`src/rtl/sigmoid_seq_if.sv`:
```
// Handshake and shared-arithmetic bus for sigmoid_seq.
// master is the sequencer side; slave is the accumulator/consumer/arithmetic side.
interface sigmoid_seq_if;
  logic        in_valid;
  logic        in_ready;
  logic [31:0] x;
  logic        out_valid;
  logic        out_ready;
  logic [31:0] y;
  logic [31:0] mul_a;
  logic [31:0] mul_b;
  logic [31:0] mul_y;
  logic [31:0] add_a;
  logic [31:0] add_b;
  logic [31:0] add_out;
  logic        busy;

  modport master (
    input  in_valid, x, out_ready, mul_y, add_out,
    output in_ready, out_valid, y, mul_a, mul_b, add_a, add_b, busy
  );

  modport slave (
    output in_valid, x, out_ready, mul_y, add_out,
    input  in_ready, out_valid, y, mul_a, mul_b, add_a, add_b, busy
  );
endinterface

```
`src/rtl/sigmoid_seq.sv`:
```
// Piecewise-linear sigmoid sequenced over one shared FP multiplier and one shared FP adder.
// Negative inputs are folded as y = 1 - y(|x|).
module sigmoid_seq #(
  parameter int unsigned MUL_LAT = 1,
  parameter int unsigned ADD_LAT = 1
) (
  input logic           clk,
  input logic           rst,
  sigmoid_seq_if.master bus
);

  localparam int unsigned MaxLat = (MUL_LAT > ADD_LAT) ? MUL_LAT : ADD_LAT;
  localparam int unsigned CntW   = (MaxLat > 1) ? $clog2(MaxLat) : 1;
  localparam logic [CntW-1:0] MulLast = CntW'(MUL_LAT - 1);
  localparam logic [CntW-1:0] AddLast = CntW'(ADD_LAT - 1);
  localparam logic [31:0] FpOne = 32'h3F80_0000;

  typedef enum logic [2:0] {StIdle, StMul, StAdd, StNeg, StDone} state_e;
  typedef enum logic [1:0] {SegLow, SegMid, SegHigh} seg_e;

  state_e          state_q, state_d;
  logic [CntW-1:0] cnt_q, cnt_d;
  logic            sgn_q, sgn_d;
  logic [30:0]     mag_q, mag_d;
  seg_e            seg_q, seg_d;
  logic [31:0]     prod_q, prod_d;
  logic [30:0]     ypos_q, ypos_d;
  logic [31:0]     y_q, y_d;
  logic [31:0]     slope, offset;
  logic [30:0]     in_mag;

  assign in_mag = bus.x[30:0];

  always_comb begin
    slope  = 32'h3E80_0000;
    offset = 32'h3F00_0000;
    unique case (seg_q)
      SegHigh: begin
        slope  = 32'h3D00_0000;
        offset = 32'h3F58_0000;
      end
      SegMid: begin
        slope  = 32'h3E00_0000;
        offset = 32'h3F20_0000;
      end
      default: ;
    endcase
  end

  always_comb begin
    state_d = state_q;
    cnt_d   = cnt_q;
    sgn_d   = sgn_q;
    mag_d   = mag_q;
    seg_d   = seg_q;
    prod_d  = prod_q;
    ypos_d  = ypos_q;
    y_d     = y_q;
    unique case (state_q)
      StIdle: begin
        if (bus.in_valid) begin
          sgn_d = bus.x[31];
          mag_d = in_mag;
          // Unsigned compare on the magnitude orders IEEE singles correctly.
          if (in_mag > 31'h7F80_0000) begin
            y_d     = 32'h7FC0_0000;
            state_d = StDone;
          end else if (in_mag >= 31'h40A0_0000) begin
            y_d     = bus.x[31] ? 32'h0 : FpOne;
            state_d = StDone;
          end else begin
            state_d = StMul;
            if (in_mag >= 31'h4018_0000)      seg_d = SegHigh;
            else if (in_mag >= 31'h3F80_0000) seg_d = SegMid;
            else                              seg_d = SegLow;
          end
        end
      end
      StMul: begin
        if (cnt_q == MulLast) begin
          prod_d  = bus.mul_y;
          state_d = StAdd;
        end
      end
      StAdd: begin
        if (cnt_q == AddLast) begin
          ypos_d = bus.add_out[30:0];
          if (sgn_q) begin
            state_d = StNeg;
          end else begin
            y_d     = bus.add_out;
            state_d = StDone;
          end
        end
      end
      StNeg: begin
        if (cnt_q == AddLast) begin
          y_d     = {1'b0, bus.add_out[30:0]};
          state_d = StDone;
        end
      end
      StDone: begin
        if (bus.out_ready) state_d = StIdle;
      end
      default: state_d = StIdle;
    endcase

    // Reload on every state entry; only the wait states count.
    if (state_d != state_q) begin
      cnt_d = '0;
    end else if (state_q == StMul || state_q == StAdd || state_q == StNeg) begin
      cnt_d = cnt_q + CntW'(1);
    end
  end

  always_ff @(posedge clk or posedge rst) begin
    if (rst) begin
      state_q <= StIdle;
      cnt_q   <= '0;
      sgn_q   <= 1'b0;
      mag_q   <= '0;
      seg_q   <= SegLow;
      prod_q  <= '0;
      ypos_q  <= '0;
      y_q     <= '0;
    end else begin
      state_q <= state_d;
      cnt_q   <= cnt_d;
      sgn_q   <= sgn_d;
      mag_q   <= mag_d;
      seg_q   <= seg_d;
      prod_q  <= prod_d;
      ypos_q  <= ypos_d;
      y_q     <= y_d;
    end
  end

  // Operands decode from the state register so reset clears them asynchronously.
  always_comb begin
    bus.mul_a = '0;
    bus.mul_b = '0;
    bus.add_a = '0;
    bus.add_b = '0;
    unique case (state_q)
      StMul: begin
        bus.mul_a = {1'b0, mag_q};
        bus.mul_b = slope;
      end
      StAdd: begin
        bus.add_a = prod_q;
        bus.add_b = offset;
      end
      StNeg: begin
        bus.add_a = FpOne;
        bus.add_b = {1'b1, ypos_q};
      end
      default: ;
    endcase
  end

  assign bus.in_ready  = (state_q == StIdle);
  assign bus.out_valid = (state_q == StDone);
  assign bus.busy      = (state_q != StIdle);
  assign bus.y         = y_q;

endmodule

```
`src/flat_wrapper.sv`:
```
// flat-port wrapper written by rule: the top's interface ports become plain ports
module sigmoid_seq_flat 
#(
  parameter int unsigned MUL_LAT = 1,
  parameter int unsigned ADD_LAT = 1
)
  (clk, rst, bus_in_valid, bus_x, bus_out_ready, bus_mul_y, bus_add_out, bus_in_ready, bus_out_valid, bus_y, bus_mul_a, bus_mul_b, bus_add_a, bus_add_b, bus_busy);
  sigmoid_seq_if bus_i ();
  input logic clk;
  input logic rst;
  input wire logic [$bits(bus_i.in_valid)-1:0] bus_in_valid;
  input wire logic [$bits(bus_i.x)-1:0] bus_x;
  input wire logic [$bits(bus_i.out_ready)-1:0] bus_out_ready;
  input wire logic [$bits(bus_i.mul_y)-1:0] bus_mul_y;
  input wire logic [$bits(bus_i.add_out)-1:0] bus_add_out;
  output wire logic [$bits(bus_i.in_ready)-1:0] bus_in_ready;
  output wire logic [$bits(bus_i.out_valid)-1:0] bus_out_valid;
  output wire logic [$bits(bus_i.y)-1:0] bus_y;
  output wire logic [$bits(bus_i.mul_a)-1:0] bus_mul_a;
  output wire logic [$bits(bus_i.mul_b)-1:0] bus_mul_b;
  output wire logic [$bits(bus_i.add_a)-1:0] bus_add_a;
  output wire logic [$bits(bus_i.add_b)-1:0] bus_add_b;
  output wire logic [$bits(bus_i.busy)-1:0] bus_busy;
  assign bus_i.in_valid = bus_in_valid;
  assign bus_i.x = bus_x;
  assign bus_i.out_ready = bus_out_ready;
  assign bus_i.mul_y = bus_mul_y;
  assign bus_i.add_out = bus_add_out;
  assign bus_in_ready = bus_i.in_ready;
  assign bus_out_valid = bus_i.out_valid;
  assign bus_y = bus_i.y;
  assign bus_mul_a = bus_i.mul_a;
  assign bus_mul_b = bus_i.mul_b;
  assign bus_add_a = bus_i.add_a;
  assign bus_add_b = bus_i.add_b;
  assign bus_busy = bus_i.busy;
  sigmoid_seq #(.MUL_LAT(MUL_LAT), .ADD_LAT(ADD_LAT)) u_core (.clk(clk), .rst(rst), .bus(bus_i));
endmodule
```
`config.mk`:
```
export PLATFORM = sky130hd
export DESIGN_NAME = sigmoid_seq_flat
export DESIGN_NICKNAME = d
export VERILOG_FILES = /design/src/rtl/sigmoid_seq_if.sv /design/src/rtl/sigmoid_seq.sv /design/src/flat_wrapper.sv
export SDC_FILE = /design/constraint.sdc
export NUM_CORES = 1
export LEC_CHECK = 0
export ABC_AREA = 0
export CORE_MARGIN = 5
export CORE_UTILIZATION = 30
export DETAILED_ROUTE_END_ITERATION = 8
export MAX_ROUTING_LAYER = met4
export PLACE_DENSITY = 0.59
export SETUP_SLACK_MARGIN = 0.2
export SKIP_CTS_REPAIR_TIMING = 1
export SLEW_MARGIN = 40
export SYNTH_ARGS = -nofsm -noshare
export SYNTH_HDL_FRONTEND = slang
export SYNTH_SLANG_ARGS = --single-unit
```
`constraint.sdc`:
```
create_clock -name clk -period 6.5 [get_ports clk]
set_clock_uncertainty 0.15 [all_clocks]
set_input_delay 1.3 -clock clk [delete_from_list [all_inputs] [get_ports clk]]
set_output_delay 1.3 -clock clk [all_outputs]
set_load 0.01 [all_outputs]
```
==> run_results.csv, run 1 <==
group,metric,value,unit
outcome,status,"finished clean",
power,p_sw,0.00129,W
clock_network,path_clk_slew,0.06,ns
hold_path,min_path_cells,2,
cells_and_area,final_area,9580,sq um
power,comb_power_share,36.5,%
synth,yosys.area.top_type_share,52.2,%
global_routing,grt_pass1_wl,28.6,mm
route,firstDrtPassIters,5,
synth,yosysWarnings,0,
route,routed_wl,18.8,mm
cells_and_area,drive_gt1_share,12.0,%
synth,synth_edf_count,0,
clock_network,cts_root_buffer,"clkbuf_16",
floorplanning,start_util,30.4,%
synth,synth_top_cell_by_area,"dfrtp_1",
power,power,0.00406,W
cells_and_area,final_util,45.7,%
synth,ys_types,37,
synth,netlist_area,6370,sq um
placed_design,dpl.hpwl,13.2,mm
global_routing,antenna_found_initial,1,
floorplanning,dieArea,24200,sq um
placed_design,port-buffer-count,236,
route,wire_per_inst,16.4,um
worst_setup_path,crit_type,"flip-flop to output port",
power,pwr_density_cell,423,nW/um^2
route,drtIter0Drc,221,
worst_setup_path,crit_required,5.05,ns
route,vias,5102,
hold_path,min_from,"u_core.mag_q[6]",
worst_setup_path,cp.arrival,2.75,ns
route,viasPerCell,4.46,
cells_and_area,layout_commonest_cell,"clkdlybuf4s50_1",
sta,fmax,238,MHz
floorplanning,die_x,156,um
clock_network,clock_latency,0.41,ns
route,drcViolationCount,0,
placed_design,dp.cells,1113,
synth,synth_flop_cell,"dfrtp_1",
floorplanning,io_pins,263,
worst_setup_path,startpoint,"u_core.state_q[2]",
worst_setup_path,cp_max_fo,26,
hold_path,hp-class,"flip-flop to flip-flop",
clock_network,cts-htree-levels,4,
global_routing,track_usage,15.6,%
synth,synth_seq_cells,133,
power,p_clk_share,27.5,%
sta,setup-tns-final,0,ns
power,power_leakage,4.13,nW
cells_and_area,nets,960,
placed_design,gp_congestion,0.748,
sta,slew-limit-headroom,45.2,%
clock_network,clock_path_buffers,2,
flow_run,maxCapViolations,0,
power,pwr-share-seq,36.0,%
floorplanning,rows,53,
sta,setup_viol,0,
synth,synthArstFlopShare,100,%
global_routing,gr-total-overflow,0,
power,switching_share,31.9,%
cells_and_area,final_cell_mix,"236 x clkdlybuf4s50_1, 135 x nand2_1, 132 x dfrtp_1, 58 x and2_1, 55 x mux2_2",
power,p_int,0.00276,W
sta,worstMarginPinSlew,0.822,ns
worst_setup_path,r2r.worst_path.cells,6,
clock_network,tritoncts,"yes",
placed_design,dpl-instance-area,8890,sq um
global_routing,grt_pass1_vias,5024,
sta,drv_slew,0,
worst_setup_path,end_kind,"output port",
floorplanning,die_h,156,um
clock_network,clkSinkCount,133,
power,ir_worst_vdd,0.195,mV
sta,period_minus_slack,4.20,ns
synth,synth_area_leaders,"dfrtp_1 52%, mux2_2 9.7%, nand2_1 8.0%",
cells_and_area,final_cells,1145,
cells_and_area,synthToLayoutAreaGrowth,50.4,%
synth,ys_seq_area_share,52.2,%
sta,rsz0062_at_grt,"false",
worst_setup_path,cp-start-kind,"flip-flop",
synth,avgSynthCellArea,10.0,sq um
floorplanning,core,21000,sq um
sta,fin_crit_sh,64.6,%
sta,hold_viol_final,0,
worst_setup_path,rr_startpoint,"u_core.state_q[0]",
clock_network,cts_buffers,17,
synth,synthCells,637,
global_routing,grt_max_degree,98,
route,ant_nets,0,
## sequential cells by signal, summed over array words and instances (netlist names)
name            flops
u_core.sgn_q        1
u_core.ypos_q      31
u_core.seg_q        2
u_core.cnt_q        1
u_core.state_q      3
u_core.mag_q       31
u_core.bus.y       32
u_core.prod_q      32
## cell families after synthesis
logic type / Yosys count / share of synthesized area, %
compound gates: 49 / 4.81
fa+ha+maj: 3 / 0.589
buf+inv: 104 / 8.31
flops: 133 / 52.2
mux: 82 / 14.0
other cells: 1 / 0.0589
simple gates: 265 / 20.0
## per-layer routing
layer	vias up	routed length, um	global-route usage [%]
met5	-	0	-
met4	0	435	5.04
li1	2477	-	-
met3	23	1750	6.60
met1	2398	8440	20.4
met2	204	8150	22.1
## cell type report
cell class | count | area [sq um]
Fill cell | 2058 | 11400
Sequential cell | 133 | 3330
Multi-Input combinational cell | 425 | 2640
Timing Repair Buffer | 243 | 2430
Clock buffer | 19 | 453
Tap cell | 275 | 344
Clock inverter | 12 | 225
Inverter | 37 | 146
Antenna cell | 1 | 2.50
## power groups by stage
| stage | logic, W | clock network (W) | registers, W |
|---|---|---|---|
| floorplan | 0.000874 | 0 | 0.00142 |
| global placement | 0.00148 | 0 | 0.00146 |
| detailed placement | 0.00151 | 0 | 0.00147 |
| CTS | 0.00152 | 0.00114 | 0.00146 |
| global route | 0.00164 | 0.00118 | 0.00152 |
| finish | 0.00148 | 0.00111 | 0.00146 |
## worst max-delay path, stage by stage (launching register included)
cell and delay [ns]:
dfrtp_1 0.46, nand2b_2 0.50, nor2_1 0.32, buf_4 0.30, and2_1 0.19, clkdlybuf4s50_1 0.54
## cell usage after synthesis (all sizes together) (3+ instances only)
| library cell | instances |
|---|---|
| inv | 37 |
| a31oi | 3 |
| nand4 | 3 |
| a21oi | 17 |
| dfrtp | 133 |
| ha | 3 |
| mux2 | 58 |
| o2bb2ai | 7 |
| o21ai | 14 |
| and2 | 58 |
| clkbuf | 26 |
| mux2i | 24 |
| buf | 41 |
| nor2b | 4 |
| nand2 | 135 |
| nor3 | 5 |
| nor2 | 21 |
| nor4 | 6 |
| and3 | 24 |
## path summary, 6_finish.rpt
path / end / slack [ns]
hold reg to reg: u_core.mag_q[6] / 0.31
hold / removal: u_core.mag_q[6] / 0.31
min in group asynchronous: u_core.prod_q[8] / 1.25
setup / recovery: bus_add_a[7] / 2.30
max in group asynchronous: u_core.ypos_q[6] / 3.95
setup reg to reg: u_core.bus.y[6] / 3.19
## metrics by stage
stage          hold WS [ns]  worst slack (ns)
2_1_floorplan         0.287              1.50
3_3_place_gp          0.301              2.22
3_5_place_dp          0.304              2.16
4_1_cts               0.318              2.25
5_1_grt               0.336              2.09
6_report              0.311              2.30
(Power assumes the default switching activity.)
==> run 2, diff against run 1 <==
==> constraint.sdc (replaced) <==
create_clock -name clk -period 4.05 [get_ports clk]
set_clock_uncertainty 0.15 [all_clocks]
set_input_delay 0.81 -clock clk [delete_from_list [all_inputs] [get_ports clk]]
set_output_delay 0.81 -clock clk [all_outputs]
set_load 0.01 [all_outputs]
==> run_results.csv, run 2 (synthesized netlist as in run 1, its figures left out) <==
group,metric,value,unit
floorplanning,rows,53,
route,routed_wl,19.2,mm
placed_design,dp.cells,1123,
global_routing,grt_max_degree,86,
power,power,0.00649,W
cells_and_area,final_cells,1156,
hold_path,min_from,"u_core.mag_q[17]",
clock_network,clkSinkCount,133,
worst_setup_path,rr_startpoint,"u_core.state_q[0]",
sta,drv_slew,0,
hold_path,hold_end,"u_core.mag_q[17]",
global_routing,gr-total-overflow,0,
sta,worstMarginPinSlew,0.654,ns
placed_design,port-buffer-count,236,
worst_setup_path,worstReg2RegEnd,"u_core.bus.y[7]",
sta,rsz0062_at_grt,"false",
power,p_int,0.00442,W
cells_and_area,final_cell_mix,"236 x clkdlybuf4s50_1, 135 x nand2_1, 132 x dfrtp_1, 58 x and2_1, 55 x mux2_2",
worst_setup_path,crit_type,"flip-flop to output port",
route,drcViolationCount,0,
floorplanning,core,21000,sq um
global_routing,grt_pass1_vias,5279,
cells_and_area,fillers,2009,
route,wire_per_inst,16.6,um
global_routing,grt_pass1_wl,30.1,mm
floorplanning,start_util,30.4,%
worst_setup_path,cp-start-kind,"flip-flop",
sta,slew-limit-headroom,56.0,%
sta,fin_crit_sh,87.0,%
clock_network,tritoncts,"yes",
worst_setup_path,regToRegSetupSlack,1.34,ns
sta,setup_viol,0,
outcome,status,"finished clean",
route,vias,5182,
clock_network,path_clk_slew,0.06,ns
worst_setup_path,end_kind,"output port",
placed_design,dpl.hpwl,13.8,mm
floorplanning,die_x,156,um
flow_run,maxCapViolations,0,
cells_and_area,synthToLayoutAreaGrowth,51.7,%
power,comb_power_share,38.8,%
power,pwr-share-seq,35.0,%
power,power_leakage,4.19,nW
worst_setup_path,cp.arrival,2.57,ns
power,ir_worst_vdd,0.307,mV
clock_network,cts-htree-levels,4,
floorplanning,io_pins,263,
power,pwr_density_cell,671,nW/um^2
worst_setup_path,r2r.worst_path.cells,6,
sta,fmax,284,MHz
cells_and_area,nets,970,
global_routing,track_usage,16.3,%
route,drtIter0Drc,140,
power,switching_share,31.9,%
cells_and_area,layout_commonest_cell,"clkdlybuf4s50_1",
clock_network,clock_path_buffers,2,
hold_path,hp-class,"flip-flop to flip-flop",
route,viasPerCell,4.48,
global_routing,antenna_found_initial,0,
route,firstDrtPassIters,4,
power,p_clk_share,26.1,%
cells_and_area,drive_gt1_share,12.4,%
clock_network,cts_root_buffer,"clkbuf_16",
worst_setup_path,crit_required,3.09,ns
hold_path,min_path_cells,2,
sta,period_minus_slack,3.53,ns
sta,hold_viol_final,0,
route,ant_nets,0,
clock_network,cts_buffers,17,
clock_network,clock_latency,0.41,ns
worst_setup_path,cp_max_fo,22,
placed_design,gp_congestion,0.766,
sta,setup-tns-final,0,ns
floorplanning,die_h,156,um
floorplanning,dieArea,24200,sq um
power,p_sw,0.00207,W
-- run 2: how the worst max path moves through the flow --
stage,start,endpoint,slack [ns],cells past startpoint
after floorplan,rst,u_core.bus.y[0],1.44,1
after global placement,bus_x[26],u_core.state_q[2],0.82,6
after detailed placement,bus_x[26],u_core.state_q[2],0.74,6
after CTS,u_core.state_q[2],bus_mul_a[23],0.46,5
after global routing,u_core.state_q[2],bus_mul_a[23],0.30,5
final,u_core.state_q[2],bus_mul_a[5],0.52,5
-- run 2: cell type report --
type | count | area, sq um | share of cell area (%)
Sequential cell | 133 | 3330 | 34.4
Multi-Input combinational cell | 425 | 2630 | 27.2
Timing Repair Buffer | 253 | 2570 | 26.6
Clock buffer | 25 | 505 | 5.23
Tap cell | 275 | 344 | 3.56
Inverter | 37 | 143 | 1.48
Clock inverter | 7 | 141 | 1.46
Antenna cell | 1 | 2.50 | 0.0259
-- run 2: per-stage QoR --
step           instance area (sq um)  utilization (%)  hold slack [ns]  setup slack (ns)
2_1_floorplan                   6470                -            0.287              1.44
3_3_place_gp                    8970             42.8            0.299             0.816
3_5_place_dp                    9020             43.0            0.305             0.737
4_1_cts                         9660             46.1            0.319             0.456
5_1_grt                         9660             46.1            0.334             0.297
6_report                        9670             46.1            0.314             0.525
-- run 2: critical path: stages, from the launching register on --
cell	delay, ns
dfrtp_1	0.47
inv_1	0.18
and3_1	0.59
buf_12	0.23
and2_1	0.13
clkdlybuf4s50_1	0.55
-- run 2: power groups by stage --
stage               Clock [W]  Combinational [W]  Sequential [W]
floorplan                   0            0.00140         0.00227
global placement            0            0.00251         0.00227
detailed placement          0            0.00258         0.00228
CTS                   0.00174            0.00258         0.00228
global route          0.00181            0.00278         0.00236
finish                0.00169            0.00252         0.00227
-- run 2: per-layer routing --
metal | share of wire [%] | routed length [um] | global-route usage [%] | up-vias
met1 | 44 | 8530 | 20.6 | 2478
met2 | 44 | 8500 | 23.8 | 187
met3 | 9.8 | 1880 | 7.32 | 20
met4 | 1.7 | 320 | 4.29 | 0
li1 | - | - | - | 2497
met5 | 0 | 0 | - | -
==> run 3, diff against run 2 <==
--- a/config.mk
+++ b/config.mk
@@ -8,6 +8,8 @@
 export ABC_AREA = 0
 export CORE_MARGIN = 5
 export CORE_UTILIZATION = 30
+export CTS_CLUSTER_DIAMETER = 100
+export CTS_CLUSTER_SIZE = 25
 export DETAILED_ROUTE_END_ITERATION = 8
 export MAX_ROUTING_LAYER = met4
 export PLACE_DENSITY = 0.59
==> results of run 3 <==
No change in the layout: final DEF, timing and power equal those of run 2.
